<file path="src/rtl/cache_mem_arbiter_if.sv">
// Bus bundle between NREQ cache ports, the arbiter and the single memory port.
// The arbiter takes the slave view; caches/memory (or a bench) take the master view.
interface cache_mem_arbiter_if #(
  parameter int unsigned NREQ   = 2,
  parameter int unsigned WORD_W = 32,
  parameter int unsigned ADDR_W = 32
);
  logic [NREQ-1:0]        req_ren;
  logic [NREQ-1:0]        req_wen;
  logic [NREQ*ADDR_W-1:0] req_addr;
  logic [NREQ*WORD_W-1:0] req_store;
  logic [NREQ-1:0]        req_wait;
  logic [NREQ*WORD_W-1:0] req_load;
  logic                   mem_ren;
  logic                   mem_wen;
  logic [ADDR_W-1:0]      mem_addr;
  logic [WORD_W-1:0]      mem_store;
  logic [WORD_W-1:0]      mem_load;
  logic                   mem_ready;
  logic                   timeout_err;

  modport slave (
    input  req_ren, req_wen, req_addr, req_store, mem_load, mem_ready,
    output req_wait, req_load, mem_ren, mem_wen, mem_addr, mem_store, timeout_err
  );

  modport master (
    output req_ren, req_wen, req_addr, req_store, mem_load, mem_ready,
    input  req_wait, req_load, mem_ren, mem_wen, mem_addr, mem_store, timeout_err
  );
endinterface

</file>
<file path="src/rtl/cache_mem_arbiter.sv">
// N-requester L1-cache to memory arbiter: one grant at a time, held until the
// memory completes, the requester withdraws, or the optional watchdog expires.
module cache_mem_arbiter #(
  parameter int unsigned NREQ      = 2,
  parameter int unsigned WORD_W    = 32,
  parameter int unsigned ADDR_W    = 32,
  parameter int unsigned PRIO_MODE = 0,
  parameter int unsigned TIMEOUT   = 0
) (
  input logic              CLK,
  input logic              RST,
  cache_mem_arbiter_if.slave bus
);
  localparam int unsigned IDX_W = (NREQ > 1) ? $clog2(NREQ) : 1;
  localparam int unsigned CNT_W = (TIMEOUT > 1) ? $clog2(TIMEOUT) : 1;

  typedef enum logic {IDLE, BUSY} state_t;

  state_t              state_q, state_d;
  logic [IDX_W-1:0]    g_q, g_d;
  logic [IDX_W-1:0]    ptr_q, ptr_d;
  logic [CNT_W-1:0]    cnt_q, cnt_d;

  logic [NREQ-1:0]        active;
  logic                   found;
  logic [IDX_W-1:0]       win;
  logic [IDX_W-1:0]       cand;
  logic [IDX_W-1:0]       g_next;
  logic [NREQ-1:0]        wait_c;
  logic [NREQ*WORD_W-1:0] load_c;
  logic                   mem_ren_c, mem_wen_c, tmo_c;
  logic [ADDR_W-1:0]      mem_addr_c;
  logic [WORD_W-1:0]      mem_store_c;

  assign active = bus.req_ren | bus.req_wen;
  assign g_next = (g_q == IDX_W'(NREQ - 1)) ? '0 : g_q + 1'b1;

  // Winner search: rotating start at ptr_q, or fixed start at index 0.
  always_comb begin
    win   = '0;
    found = 1'b0;
    cand  = '0;
    for (int unsigned k = 0; k < NREQ; k++) begin
      if (PRIO_MODE == 0) cand = IDX_W'((32'(ptr_q) + k) % NREQ);
      else                cand = IDX_W'(k);
      if (!found && active[cand]) begin
        found = 1'b1;
        win   = cand;
      end
    end
  end

  always_comb begin
    state_d     = state_q;
    g_d         = g_q;
    ptr_d       = ptr_q;
    cnt_d       = cnt_q;
    wait_c      = active;
    load_c      = '0;
    mem_ren_c   = 1'b0;
    mem_wen_c   = 1'b0;
    mem_addr_c  = '0;
    mem_store_c = '0;
    tmo_c       = 1'b0;
    case (state_q)
      IDLE: begin
        if (found) begin
          g_d     = win;
          cnt_d   = '0;
          state_d = BUSY;
        end
      end
      BUSY: begin
        load_c[g_q*WORD_W +: WORD_W] = bus.mem_load;
        if (!active[g_q]) begin
          // Withdrawn request wins over a coincident mem_ready.
          state_d = IDLE;
          ptr_d   = g_next;
        end else begin
          mem_wen_c   = bus.req_wen[g_q];
          mem_ren_c   = bus.req_ren[g_q] & ~bus.req_wen[g_q];
          mem_addr_c  = bus.req_addr[g_q*ADDR_W +: ADDR_W];
          mem_store_c = bus.req_store[g_q*WORD_W +: WORD_W];
          if (bus.mem_ready) begin
            wait_c[g_q] = 1'b0;
            state_d     = IDLE;
            ptr_d       = g_next;
          end else if (TIMEOUT != 0 && 32'(cnt_q) == TIMEOUT - 1) begin
            tmo_c   = 1'b1;
            state_d = IDLE;
            ptr_d   = g_next;
          end else begin
            cnt_d = cnt_q + 1'b1;
          end
        end
      end
      default: state_d = IDLE;
    endcase
  end

  always_ff @(posedge CLK) begin
    if (RST) begin
      state_q <= IDLE;
      g_q     <= '0;
      ptr_q   <= '0;
      cnt_q   <= '0;
    end else begin
      state_q <= state_d;
      g_q     <= g_d;
      ptr_q   <= ptr_d;
      cnt_q   <= cnt_d;
    end
  end

  assign bus.req_wait    = wait_c;
  assign bus.req_load    = load_c;
  assign bus.mem_ren     = mem_ren_c;
  assign bus.mem_wen     = mem_wen_c;
  assign bus.mem_addr    = mem_addr_c;
  assign bus.mem_store   = mem_store_c;
  assign bus.timeout_err = tmo_c;
endmodule

</file>
<file path="src/flat_wrapper.sv">
// flat-port wrapper written by rule: the top's interface ports become plain ports
module cache_mem_arbiter_flat 
#(
  parameter int unsigned NREQ      = 2,
  parameter int unsigned WORD_W    = 32,
  parameter int unsigned ADDR_W    = 32,
  parameter int unsigned PRIO_MODE = 0,
  parameter int unsigned TIMEOUT   = 0
)
  (CLK, RST, bus_req_ren, bus_req_wen, bus_req_addr, bus_req_store, bus_mem_load, bus_mem_ready, bus_req_wait, bus_req_load, bus_mem_ren, bus_mem_wen, bus_mem_addr, bus_mem_store, bus_timeout_err);
  cache_mem_arbiter_if #(.NREQ(NREQ), .WORD_W(WORD_W), .ADDR_W(ADDR_W)) bus_i ();
  input logic CLK;
  input logic RST;
  input wire logic [$bits(bus_i.req_ren)-1:0] bus_req_ren;
  input wire logic [$bits(bus_i.req_wen)-1:0] bus_req_wen;
  input wire logic [$bits(bus_i.req_addr)-1:0] bus_req_addr;
  input wire logic [$bits(bus_i.req_store)-1:0] bus_req_store;
  input wire logic [$bits(bus_i.mem_load)-1:0] bus_mem_load;
  input wire logic [$bits(bus_i.mem_ready)-1:0] bus_mem_ready;
  output wire logic [$bits(bus_i.req_wait)-1:0] bus_req_wait;
  output wire logic [$bits(bus_i.req_load)-1:0] bus_req_load;
  output wire logic [$bits(bus_i.mem_ren)-1:0] bus_mem_ren;
  output wire logic [$bits(bus_i.mem_wen)-1:0] bus_mem_wen;
  output wire logic [$bits(bus_i.mem_addr)-1:0] bus_mem_addr;
  output wire logic [$bits(bus_i.mem_store)-1:0] bus_mem_store;
  output wire logic [$bits(bus_i.timeout_err)-1:0] bus_timeout_err;
  assign bus_i.req_ren = bus_req_ren;
  assign bus_i.req_wen = bus_req_wen;
  assign bus_i.req_addr = bus_req_addr;
  assign bus_i.req_store = bus_req_store;
  assign bus_i.mem_load = bus_mem_load;
  assign bus_i.mem_ready = bus_mem_ready;
  assign bus_req_wait = bus_i.req_wait;
  assign bus_req_load = bus_i.req_load;
  assign bus_mem_ren = bus_i.mem_ren;
  assign bus_mem_wen = bus_i.mem_wen;
  assign bus_mem_addr = bus_i.mem_addr;
  assign bus_mem_store = bus_i.mem_store;
  assign bus_timeout_err = bus_i.timeout_err;
  cache_mem_arbiter #(.NREQ(NREQ), .WORD_W(WORD_W), .ADDR_W(ADDR_W), .PRIO_MODE(PRIO_MODE), .TIMEOUT(TIMEOUT)) u_core (.CLK(CLK), .RST(RST), .bus(bus_i));
endmodule
</file>
<file path="config.mk">
export PLATFORM = sky130hd
export DESIGN_NAME = cache_mem_arbiter_flat
export DESIGN_NICKNAME = d
export VERILOG_FILES = /design/src/rtl/cache_mem_arbiter_if.sv /design/src/rtl/cache_mem_arbiter.sv /design/src/flat_wrapper.sv
export SDC_FILE = /design/constraint.sdc
export NUM_CORES = 1
export LEC_CHECK = 0
export CAP_MARGIN = 20
export CORE_AREA = 2 2 116 118
export CTS_CLUSTER_DIAMETER = 80
export DETAILED_ROUTE_END_ITERATION = 6
export DIE_AREA = 0 0 118 120
export MAX_ROUTING_LAYER = met4
export PLACE_DENSITY = 0.64
export SLEW_MARGIN = 40
export SYNTH_ARGS = -nofsm -noshare
export SYNTH_HDL_FRONTEND = slang
export SYNTH_SLANG_ARGS = --single-unit
</file>
<file path="constraint.sdc">
create_clock -name CLK -period 2.3 [get_ports CLK]
set_input_delay 0.69 -clock CLK [delete_from_list [all_inputs] [get_ports CLK]]
set_output_delay 0.69 -clock CLK [all_outputs]
set_load 0.01 [all_outputs]
</file>
==> reports/results.env <==
GRT_USE_TOTAL_PCT=16.45
MOSTFREQUENTLAYOUTCELLS='sky130_fd_sc_hd__clkdlybuf4s50_1 (161), sky130_fd_sc_hd__buf_6 (72), sky130_fd_sc_hd__a22oi_1 (61)'
CTS_TREE='built'
SYNTHESIS.AREA_PER_INSTANCE_UM2=6.231
SYNTHCELLS=253
FINAL_ANTENNA_NET_COUNT=0
CLK_TRANSITION_REPORTED_PATHS_NS=0.03
CTS-HTREE-LEVELS=1
INITIALDRTVIOLATIONCOUNT=115
FINALSETUPVIOLATIONS=53
SETUP_WS_NS=-0.2261
HOLD_VIOLATIONS=0
SYNTH-WARNING-COUNT=0
MAXCLOCKFREQUENCY_MHz=395.9
CHIPWIDTH_UM=118
RR_STARTPOINT='u_core.g_q$_SDFFE_PP0P_'
IO_BUFFERS=298
DETAILED_PLACE_HPWL_UM=8411
GRT_PASS1_WL_UM=18150
AREA_GROWTH_PCT=266.8
DIE_HEIGHT_UM=120
WORST-R2R-SETUP-SLACK_NS=0.80
P_SEQ_SHARE_PCT=3.6
VIAS_IN_THE_FIRST_GLOBAL_ROUTE=3560
DIE-AREA_UM2=14160
VIASPERCELL=4.398
FLOORPLAN.INITIALDENSITY_PCT=12.15
POST-ROUTE-DRC-COUNT=0
TIMING.CLOCK.SKEW_NS=0.001048
POST-PLACE-CELLS=708
CRITPATHMAXFANOUT=5
NUMBER_OF_NETS_IN_THE_FINISHED_DESIGN=735
ANTENNA_VIOLATIONS_BEFORE_REPAIR=0
SYNTH.CELL_AREA_UM2=1577
POWER_FRAC_CLOCK_PCT=14.7
GRT.OVERFLOW.TOTAL=0
MOSTFREQUENTLAYOUTCELL='sky130_fd_sc_hd__clkdlybuf4s50_1'
CRIT_START='bus_req_wen[0]'
COUNT_OF_PLACED_STANDARD_CELLS_IN_THE_FINAL_LAYOUT_FILLERS_LEFT_OUT=743
LARGEST_NET_DEGREE_AT_THE_START_OF_GLOBAL_ROUTING=55
PERIOD_MINUS_SLACK_NS=2.526
DR_TOTAL_VIAS=3268
POWER_DENSITY_nW_PER_UM2=323.9
MAX-CLOCK-PATH-BUFFERS=2
CLOCK_SINKS=3
WORST_SETUP_PATH_END_KIND='primary output'
FINALCOREUTILIZATION_PCT=44.55
PEAKVDDDROP_mV=0.2278
SEQ_AREA_FRAC_SYNTH_PCT=3.810
ANTENNADIODECOUNT=0
CRITPATHARRIVALTIME_NS=1.84
P_COMB_SHARE_PCT=81.7
POWER.NET_SWITCHING_uW=705.0
UNREPAIRED_SETUP_ENDPOINTS_AFTER_GLOBAL_ROUTING='yes'
SYNTH.FF_LATCH_COUNT=3
TIMING.RR.END='u_core.state_q$_SDFF_PP0_'
FIRST_PASS_ITERS=4
OUTCOME='complete, but fails checks'
LEAKAGEPOWER_nW=2.514
NUMBER_OF_TOP_LEVEL_DESIGN_PORTS=300
SETUP.WORST_PATH.START_CLASS='input pin'
NETS_IN_THE_SYNTHESIZED_NETLIST=420
WL_UM=12770
REG2REGPATHDEPTH=5
FIN_CRIT_SH_PCT=109.8
YOSYS.CELL_TYPES.COUNT=24
CTS-HOLD-FIX-BUFFERS=0
SLEW_VIOLATIONS=0
CELLINTERNALPOWER_mW=1.168
FINALWEIGHTEDCONGESTION=0.7646
SETUP.WORST_PATH.CLASS='in2out'
PLACEMENT_ROWS=42
CLK-INSERTION-DELAY-LATE_NS=0.22
TRITONCTS.NUM_BUFFERS=3
CRITICAL_PATH.ENDPOINT='bus_mem_addr[21]'
CORE_AREA_UM2=12980
DPL_WORST_SLACK_NS=-0.8708
CRITPATHREQUIREDTIME_NS=1.61
FINAL_LAYOUT_SIZE_SUFFIX_GT1_SHARE_PCT=34.57
MAXCAPVIOLATIONS=0
SW_FRAC_OF_TOTAL_PCT=37.63
HOLD_PATH.CLASS='reg2reg'
ROOT_BUFFER='sky130_fd_sc_hd__clkbuf_16'
POST_DRT_WL_PER_CELL_UM=17.19
VIOLATIONS_IN_THE_FINAL_REPORTS='negative setup slack'
==> how the worst min path moves through the flow <==
stage | startpoint | end | slack [ns] | cells past startpoint
CTS | u_core.ptr_q$_SDFFE_PP0P_ | u_core.ptr_q$_SDFFE_PP0P_ | 0.52 | 2
global route | u_core.ptr_q$_SDFFE_PP0P_ | u_core.ptr_q$_SDFFE_PP0P_ | 0.55 | 2
global placement | u_core.ptr_q$_SDFFE_PP0P_ | u_core.ptr_q$_SDFFE_PP0P_ | 0.50 | 2
finish | u_core.ptr_q$_SDFFE_PP0P_ | u_core.ptr_q$_SDFFE_PP0P_ | 0.52 | 2
detailed placement | u_core.ptr_q$_SDFFE_PP0P_ | u_core.ptr_q$_SDFFE_PP0P_ | 0.51 | 2
floorplan | u_core.ptr_q$_SDFFE_PP0P_ | u_core.ptr_q$_SDFFE_PP0P_ | 0.47 | 2
==> worst max-delay path, stage by stage <==
cell	delay [ns]
sky130_fd_sc_hd__buf_8	0.08
sky130_fd_sc_hd__nor2_4	0.03
sky130_fd_sc_hd__mux2_4	0.32
sky130_fd_sc_hd__buf_12	0.15
sky130_fd_sc_hd__buf_12	0.12
sky130_fd_sc_hd__buf_16	0.14
sky130_fd_sc_hd__buf_6	0.12
sky130_fd_sc_hd__nor2_4	0.08
sky130_fd_sc_hd__buf_6	0.11
==> timing repair <==
action / 4_1_cts / 5_1_grt
setup buffers: 24 / 4
pin swaps: 49 / 18
gates resized for setup: 466 / 138
setup endpoints to repair: 132 / 87
gates cloned: 10 / 1
==> final cells by class <==
class                   instances  area [µm²]
flip-flops and latches          3       62.56
multi-input cells             214        1725
well taps                     176       220.2
clock buffers                   4       78.83
inverters                       2       7.507
fillers                      1295        7197
repair buffers                344        3689
==> kinds of logic after synthesis <==
kind of cell	Yosys count	synth area share, %
AOI/OAI and AO/OA	74	34.92
and+or+nand+nor	137	43.65
DFF	3	3.810
other	1	0.2379
muxes	2	1.587
buffers and inverters	36	15.79
==> cell usage after synthesis <==
cell type | instances | area [µm²]
sky130_fd_sc_hd__nor2_1 | 69 | 259.0
sky130_fd_sc_hd__mux2i_1 | 1 | 10.01
sky130_fd_sc_hd__a22oi_2 | 1 | 12.51
sky130_fd_sc_hd__a22oi_1 | 63 | 473.0
sky130_fd_sc_hd__a31oi_1 | 1 | 6.260
sky130_fd_sc_hd__inv_1 | 2 | 7.510
sky130_fd_sc_hd__or3b_2 | 1 | 8.760
sky130_fd_sc_hd__nand2b_1 | 1 | 6.260
sky130_fd_sc_hd__a32oi_1 | 1 | 8.760
sky130_fd_sc_hd__o21ai_0 | 2 | 10.01
sky130_fd_sc_hd__o221ai_1 | 1 | 8.760
sky130_fd_sc_hd__clkbuf_1 | 10 | 37.54
sky130_fd_sc_hd__buf_6 | 13 | 146.4
sky130_fd_sc_hd__o31ai_1 | 1 | 7.510
sky130_fd_sc_hd__buf_4 | 1 | 7.510
sky130_fd_sc_hd__dfxtp_1 | 3 | 60.06
sky130_fd_sc_hd__a21oi_1 | 3 | 15.01
sky130_fd_sc_hd__conb_1 | 1 | 3.750
sky130_fd_sc_hd__and3_1 | 32 | 200.2
sky130_fd_sc_hd__a211o_1 | 1 | 8.760
sky130_fd_sc_hd__and2_1 | 33 | 206.5
sky130_fd_sc_hd__buf_2 | 10 | 50.05
sky130_fd_sc_hd__and2b_1 | 1 | 7.510
sky130_fd_sc_hd__mux2_4 | 1 | 15.01
==> registers in the layout, summed over array words and instances (netlist names) <==
name,flops
u_core.g_q,1
u_core.ptr_q,1
u_core.state_q,1
==> power by group through the flow <==
stage | registers [mW] | logic, mW | clock network, mW
2_1_floorplan | 0.0620 | 0.450 | 0
3_5_place_dp | 0.0642 | 1.17 | 0
5_1_grt | 0.0695 | 1.61 | 0.285
3_3_place_gp | 0.0642 | 1.15 | 0
4_1_cts | 0.0652 | 1.37 | 0.281
6_report | 0.0681 | 1.53 | 0.275
==> metrics by stage <==
stage	TNS (ns)	hold WS [ns]	cell area, µm²	power (mW)
floorplan	0	0.4656	1577	0.5121
global placement	-66.07	0.5026	4728	1.216
detailed placement	-67.74	0.5088	4728	1.230
CTS	-6.942	0.5203	5406	1.716
global route	-4.857	0.5542	5783	1.967
finish	-3.362	0.5220	5783	1.873
==> routing by layer <==
layer,part of all wire (%),global-route usage [%],up-vias
met5,0,-,-
met4,0.93,4.744,0
met3,6.1,2.899,6
met2,56,31.50,181
met1,37,17.20,1541
li1,-,-,1540
Note: power is estimated with default switching activity, not from simulation.
